**src/rtl/pa_pkg.sv**
```systemverilog
// Shared encodings and default field geometry for the protocol_analysis_p frame analyser.
package pa_pkg;

  localparam logic [1:0] ERR_NONE = 2'b00;
  localparam logic [1:0] ERR_SYNC = 2'b01;
  localparam logic [1:0] ERR_CRC  = 2'b10;
  localparam logic [1:0] ERR_OVR  = 2'b11;

  localparam logic [1:0] ST_IDLE  = 2'd0;
  localparam logic [1:0] ST_CALC  = 2'd1;
  localparam logic [1:0] ST_CHECK = 2'd2;
  localparam logic [1:0] ST_HOLD  = 2'd3;

  localparam int unsigned PA_SYNC_W    = 8;
  localparam int unsigned PA_TYPE_W    = 8;
  localparam int unsigned PA_BODY_W    = 49;
  localparam int unsigned PA_PAYLOAD_W = 41;
  localparam int unsigned PA_CRC_W     = 8;
  localparam int unsigned PA_TRL_W     = 8;
  localparam logic [7:0]  PA_CRC_POLY  = 8'h07;
  localparam logic [7:0]  PA_SYNC_WORD = 8'hA5;

  // Frame is {sync, type, body, crc, trailer}, trailer at the LSB end
  localparam int unsigned PA_CRC_LSB  = PA_TRL_W;
  localparam int unsigned PA_BODY_LSB = PA_CRC_LSB + PA_CRC_W;
  localparam int unsigned PA_TYPE_LSB = PA_BODY_LSB + PA_BODY_W;
  localparam int unsigned PA_SYNC_LSB = PA_TYPE_LSB + PA_TYPE_W;
  localparam int unsigned PA_FRAME_W  = PA_SYNC_LSB + PA_SYNC_W;

endpackage

```
**src/rtl/pa_crc_step.sv**
```systemverilog
// Combinational CRC update over up to BITS message bits, MSB first; only the top nbits are consumed.
module pa_crc_step #(
  parameter int unsigned      CRC_W = 8,
  parameter logic [CRC_W-1:0] POLY  = 8'h07,
  parameter int unsigned      BITS  = 1,
  localparam int unsigned     NB_W  = $clog2(BITS + 1)
) (
  input  logic [CRC_W-1:0] crc,
  input  logic [BITS-1:0]  data,
  input  logic [NB_W-1:0]  nbits,
  output logic [CRC_W-1:0] crc_c
);

  logic fb;

  always_comb begin
    crc_c = crc;
    fb    = 1'b0;
    for (int i = 0; i < int'(BITS); i++) begin
      if (i < int'(nbits)) begin
        fb    = crc_c[CRC_W-1] ^ data[BITS-1-i];
        crc_c = {crc_c[CRC_W-2:0], 1'b0} ^ (fb ? POLY : '0);
      end
    end
  end

endmodule

```
**src/rtl/protocol_analysis_p.sv**
```systemverilog
// Frame analyser on the SPI receive path: sync check, multi-bit CRC check, valid/ready payload out.
// Define PA_ERR_CNT_EN to build the saturating err_cnt counter; otherwise err_cnt is tied to 0.
module protocol_analysis_p
  import pa_pkg::*;
#(
  parameter int unsigned       SYNC_W       = PA_SYNC_W,
  parameter int unsigned       TYPE_W       = PA_TYPE_W,
  parameter int unsigned       BODY_W       = PA_BODY_W,
  parameter int unsigned       PAYLOAD_W    = PA_PAYLOAD_W,
  parameter int unsigned       CRC_W        = PA_CRC_W,
  parameter int unsigned       TRL_W        = PA_TRL_W,
  parameter logic [CRC_W-1:0]  CRC_POLY     = PA_CRC_POLY,
  parameter logic [SYNC_W-1:0] SYNC_WORD    = PA_SYNC_WORD,
  parameter int unsigned       BITS_PER_CYC = 1
) (
  input  logic                                          sck,
  input  logic                                          rstn,
  input  logic [SYNC_W+TYPE_W+BODY_W+CRC_W+TRL_W-1:0]   datain,
  input  logic                                          vld,
  output logic                                          busy,
  output logic [TYPE_W-1:0]                             ptype,
  output logic [PAYLOAD_W-1:0]                          payload,
  output logic                                          pvld,
  input  logic                                          prdy,
  output logic                                          perr,
  output logic [1:0]                                    err_code,
  output logic [15:0]                                   err_cnt
);

  localparam int unsigned CRC_LSB  = TRL_W;
  localparam int unsigned BODY_LSB = CRC_LSB + CRC_W;
  localparam int unsigned TYPE_LSB = BODY_LSB + BODY_W;
  localparam int unsigned SYNC_LSB = TYPE_LSB + TYPE_W;
  localparam int unsigned MSG_W    = BODY_W + CRC_W;
  localparam int unsigned N_STEPS  = (MSG_W + BITS_PER_CYC - 1) / BITS_PER_CYC;
  localparam int unsigned REM_BITS = MSG_W - (N_STEPS - 1) * BITS_PER_CYC;
  localparam int unsigned CNT_W    = $clog2(N_STEPS + 1);
  localparam int unsigned NB_W     = $clog2(BITS_PER_CYC + 1);

  logic [1:0]           state, state_nx;
  logic [CNT_W-1:0]     cnt, cnt_nx;
  logic [CRC_W-1:0]     crc_q, crc_nx, crc_step_c;
  logic [MSG_W-1:0]     msg_q, msg_nx;
  logic [SYNC_W-1:0]    sync_q, sync_nx;
  logic [TYPE_W-1:0]    type_q, type_nx, ptype_nx;
  logic [PAYLOAD_W-1:0] pay_q, pay_nx, payload_nx;
  logic                 pvld_nx, perr_nx, busy_nx;
  logic [1:0]           err_code_nx;
  logic [NB_W-1:0]      nbits_c;
  logic                 trl_unused;

  assign trl_unused = ^datain[TRL_W-1:0];

  // The final step only carries the leftover bits at the top of the shift register
  assign nbits_c = (cnt == CNT_W'(N_STEPS - 1)) ? NB_W'(REM_BITS) : NB_W'(BITS_PER_CYC);

  pa_crc_step #(
    .CRC_W (CRC_W),
    .POLY  (CRC_POLY),
    .BITS  (BITS_PER_CYC)
  ) u_crc_step (
    .crc   (crc_q),
    .data  (msg_q[MSG_W-1 -: BITS_PER_CYC]),
    .nbits (nbits_c),
    .crc_c (crc_step_c)
  );

  always_comb begin
    state_nx    = state;
    cnt_nx      = cnt;
    crc_nx      = crc_q;
    msg_nx      = msg_q;
    sync_nx     = sync_q;
    type_nx     = type_q;
    pay_nx      = pay_q;
    ptype_nx    = ptype;
    payload_nx  = payload;
    pvld_nx     = pvld;
    perr_nx     = 1'b0;
    err_code_nx = err_code;

    // Overrun first so a CHECK failure below overrides the code
    if (vld && state != ST_IDLE) begin
      perr_nx     = 1'b1;
      err_code_nx = ERR_OVR;
    end

    case (state)
      ST_IDLE: begin
        if (vld) begin
          sync_nx  = datain[SYNC_LSB +: SYNC_W];
          type_nx  = datain[TYPE_LSB +: TYPE_W];
          pay_nx   = datain[BODY_LSB +: PAYLOAD_W];
          msg_nx   = datain[CRC_LSB +: MSG_W];
          crc_nx   = '0;
          cnt_nx   = '0;
          state_nx = ST_CALC;
        end
      end
      ST_CALC: begin
        if (cnt == CNT_W'(N_STEPS)) begin
          state_nx = ST_CHECK;
        end else begin
          crc_nx = crc_step_c;
          msg_nx = msg_q << BITS_PER_CYC;
          cnt_nx = cnt + CNT_W'(1);
        end
      end
      ST_CHECK: begin
        if (sync_q != SYNC_WORD) begin
          perr_nx     = 1'b1;
          err_code_nx = ERR_SYNC;
          state_nx    = ST_IDLE;
        end else if (crc_q != '0) begin
          perr_nx     = 1'b1;
          err_code_nx = ERR_CRC;
          state_nx    = ST_IDLE;
        end else begin
          ptype_nx   = type_q;
          payload_nx = pay_q;
          pvld_nx    = 1'b1;
          state_nx   = ST_HOLD;
        end
      end
      default: begin
        if (prdy) begin
          pvld_nx  = 1'b0;
          state_nx = ST_IDLE;
        end
      end
    endcase

    busy_nx = (state_nx != ST_IDLE);
  end

  always_ff @(posedge sck or negedge rstn) begin
    if (!rstn) begin
      state    <= ST_IDLE;
      cnt      <= '0;
      crc_q    <= '0;
      msg_q    <= '0;
      sync_q   <= '0;
      type_q   <= '0;
      pay_q    <= '0;
      ptype    <= '0;
      payload  <= '0;
      pvld     <= 1'b0;
      perr     <= 1'b0;
      err_code <= ERR_NONE;
      busy     <= 1'b0;
    end else begin
      state    <= state_nx;
      cnt      <= cnt_nx;
      crc_q    <= crc_nx;
      msg_q    <= msg_nx;
      sync_q   <= sync_nx;
      type_q   <= type_nx;
      pay_q    <= pay_nx;
      ptype    <= ptype_nx;
      payload  <= payload_nx;
      pvld     <= pvld_nx;
      perr     <= perr_nx;
      err_code <= err_code_nx;
      busy     <= busy_nx;
    end
  end

`ifdef PA_ERR_CNT_EN
  logic [15:0] err_cnt_q;

  always_ff @(posedge sck or negedge rstn) begin
    if (!rstn) begin
      err_cnt_q <= '0;
    end else if (perr_nx && err_cnt_q != 16'hFFFF) begin
      err_cnt_q <= err_cnt_q + 16'd1;
    end
  end

  assign err_cnt = err_cnt_q;
`else
  assign err_cnt = 16'h0000;
`endif

endmodule

```
**config.mk**
```make
export PLATFORM = sky130hd
export DESIGN_NAME = protocol_analysis_p
export DESIGN_NICKNAME = d
export VERILOG_FILES = /design/src/rtl/pa_pkg.sv /design/src/rtl/pa_crc_step.sv /design/src/rtl/protocol_analysis_p.sv
export SDC_FILE = /design/constraint.sdc
export NUM_CORES = 1
export LEC_CHECK = 0
export ABC_CLOCK_PERIOD_IN_PS = 2350
export BUFFER_PORTS_ARGS = -buffer_cell sky130_fd_sc_hd__buf_2
export CORE_ASPECT_RATIO = 1.2
export CORE_MARGIN = 2
export CORE_UTILIZATION = 40
export DETAILED_ROUTE_END_ITERATION = 7
export SLEW_MARGIN = 10
export SYNTH_ARGS = -nofsm -noshare
export SYNTH_HDL_FRONTEND = slang
export SYNTH_SLANG_ARGS = --single-unit
```
**constraint.sdc**
```tcl
create_clock -name sck -period 2.35 [get_ports sck]
set_input_delay 0.1175 -clock sck [delete_from_list [all_inputs] [get_ports sck]]
set_output_delay 0.1175 -clock sck [all_outputs]
set_load 0.05 [all_outputs]
```
==> flow_summary.toml <==
[setup_path]
cp-endpoint = "payload[21]"
cp_cell_sequence = "nor4_1 -> nand2_1 -> nor4_4 -> buf_12 -> mux2_2"
cp-start-kind = "register"
slowest_stage = "dfrtp_1"
reg2reg_from = "crc_q[7]"
path_delay_family = "simple AND/OR/NAND/NOR gates"
end_kind = "register"
crit_arrival_ns = 2.33
path_max_fanout = 31
rr_worst_depth = 5
critPathRequiredTime_ns = 2.65
critPathMaxStageDelay_ns = 0.40
reg2reg_to = "payload[21]"
rrSetupSlack_ns = 0.32
worstSetupPathType = "register to register"
path_depth = 5
path_buf_inv = 1
worstSetupStartpoint = "crc_q[7]"

[route]
drt_iter0_drc = 277
drt_wl_total_um = 16800
final_antenna_net_count = 0
drc = 0
wl_met2_um = 8250
met1_length_um = 7730
highest_layer = "met4"
vias = 5569
wl_per_cell_um = 14.3
wl_met3_um = 571
vias_per_cell = 4.76
dr.pass1.iters = 4

[clocking]
clock_sinks = 184
htree_levels = 4
cts-root-buf = "clkbuf_16"
cts.path.max_buffers = 2
cts-resized-gates = 0
cts_tree = "built"
clk_latency_ns = 0.42
clk_pin_slew_worst_paths_ns = 0.07
cts_made_buffers = 17

[power_and_ir_drop]
pwr-share-seq = 0.489
leakage_nw = 5.31
swShare = 0.299
ir_worst_vdd_uv = 528
internal_power_mw = 6.81
combPwrFrac = 0.219
power_switching_mw = 2.91
power-per-cell-area_nw_per_um2 = 974
p_clk_frac = 0.292

[synthesis]
yosysTopAreaCell = "dfrtp_1"
synth_compound_area_frac = 0.0558
yosysUniqueCellTypes = 35
syn_inst = 716
synthTopCellsByArea = "dfrtp_1 (59%), nand2_1 (8.8%), mux2i_1 (7.5%)"
netlist.area_leader.share = 0.592
ys_ff_latch = 184
yosys.area_share.simple = 0.149
synth_xor_area_frac = 0.00676
mappedNetlistArea_um2 = 7770
synth_top_family_by_area = "simple AND/OR/NAND/NOR gates"
muxShareOfSynthArea = 0.146
synthAdderAreaFrac = 0.00322
synth-seq-area-share = 0.592
yosys_warnings = 0
syn-mean-instance-area_um2 = 10.9

[final_layout]
area.growth.synth_to_final_pct = 28.4
layout_commonest_cell = "dfrtp_1"
drive_above_1_share = 0.249
final_cell_mix = "dfrtp_1 (184), nand2_1 (182), buf_2 (129), dlygate4sd3_1 (67)"
final_core_util = 0.525
num_antenna_cells = 0
num-nets-final = 989

[run_status]
status = "finished clean"

[job]
drv_cap = 0

[die]
rows = 55
boundaryPins = 155
fp.dieW_um = 131
coreArea_um2 = 19000
initial_core_util = 0.409
fp.dieArea_um2 = 20600
dieHeight_um = 157

[place]
port_buffers = 130
dp_hpwl_um = 10500
place.gp.congestion = 0.702
dp_slack_ns = 0.278

[global_route]
antenna_found_initial = 0
grt_pass1_wl_um = 28600
grt_max_degree = 69
grt_pass1_vias = 5654
overflow = 0
grt_use_total = 0.171

[sta]
fin_ws_ns = 0.320
fin_setup_tns_ns = 0
period_minus_slack_ns = 2.03
rsz0062_at_grt = "no"
setup_viol = 0
hold_viol_final = 0
fin_hold_ws_ns = 0.0142
clock-skew-final_ns = 0.00855
max_freq_ghz = 0.493
slew_violations = 0
fin_crit_sh = 0.864

[hold_path]
hold_class = "primary input to register"
hold_depth = 3
area by class of cell:
type / instances / area (um2)
Clock buffer: 24 / 492
Fill cell: 1802 / 9010
Tap cell: 256 / 320
Inverter: 4 / 15.0
Clock inverter: 6 / 91.3
Multi-Input combinational cell: 479 / 2900
Timing Repair Buffer: 216 / 1560
Sequential cell: 184 / 4600
worst min-delay path: cells and delay by family:
| kind | cells | cell delay, ns |
|---|---|---|
| buffers and inverters | 1 | 0.08 |
| muxes | 1 | 0.05 |
| AOI/OAI and AO/OA | 1 | 0.15 |
worst min path at each step:
stage,start,endpoint,slack (ns)
global route,datain[15],msg_q[7],0.02
detailed placement,rstn,pay_q[9],0.11
floorplan,rstn,busy,-0.18
global placement,rstn,pay_q[9],0.11
CTS,datain[57],msg_q[49],0.0007
finish,datain[57],msg_q[49],0.01
power by group through the flow:
| stage | combinational, mW | sequential (mW) | clock (mW) |
|---|---|---|---|
| finish | 2.12 | 4.76 | 2.84 |
| global route | 2.45 | 4.91 | 3.07 |
| CTS | 2.17 | 4.77 | 2.93 |
| detailed placement | 2.09 | 4.81 | 0 |
| global placement | 2.02 | 4.78 | 0 |
| floorplan | 1.54 | 4.68 | 0 |
kinds of logic after synthesis:
logic type | count (synthesis)
flops | 184
buf+inv | 68
xor+xnor | 6
compound gates | 80
other cells | 1
simple gates | 268
fa+ha+maj | 2
mux | 107
registers in the layout, summed over array words and instances, names as in the netlist:
signal	count
busy	1
cnt	6
crc_q	8
err_code	2
msg_q	57
pay_q	41
payload	41
perr	1
ptype	8
pvld	1
state	2
sync_q	8
type_q	8
synth_stat cells:
master / count
dfrtp_1: 184
nand2b_1: 1
o22ai_1: 1
conb_1: 1
mux2i_1: 58
a22o_1: 4
inv_1: 4
nand4_1: 3
nand3b_1: 2
a21oi_1: 4
nor4_4: 1
ha_1: 2
nor4_1: 2
o21ai_0: 64
nor2b_1: 1
a311o_1: 1
a21boi_0: 1
o21ai_1: 1
mux2_2: 45
buf_4: 16
nand3_1: 64
xor2_1: 6
nor2_1: 5
nor4bb_1: 2
a21o_1: 2
or3_1: 1
or2_2: 1
buf_6: 5
nor3b_2: 1
buf_2: 8
and2_1: 2
nand2_1: 182
clkbuf_1: 35
o21a_1: 2
mux2_1: 4
layer usage:
layer / up-vias / track usage
met4: 0 / 0.0492
met1: 2689 / 0.225
met2: 109 / 0.285
li1: 2753 / -
met5: - / 0
met3: 18 / 0.0405
metrics by stage:
stage               instances  total power [mW]  instance area [um2]
floorplan                 731              6.22                 7830
global placement         1072              6.80                 8730
detailed placement       1072              6.90                 8730
CTS                      1169              9.87                 9980
global route             1169              10.4                 9980
finish                   1169              9.72                 9980
repair_timing:
item / CTS / global route
setup buffers: 0 / 0
endpoints found under the setup margin: 0 / 0
hold buffers: 67 / 0
hold endpoints to repair: 124 / 0
Power figures use the tool's default switching activity.
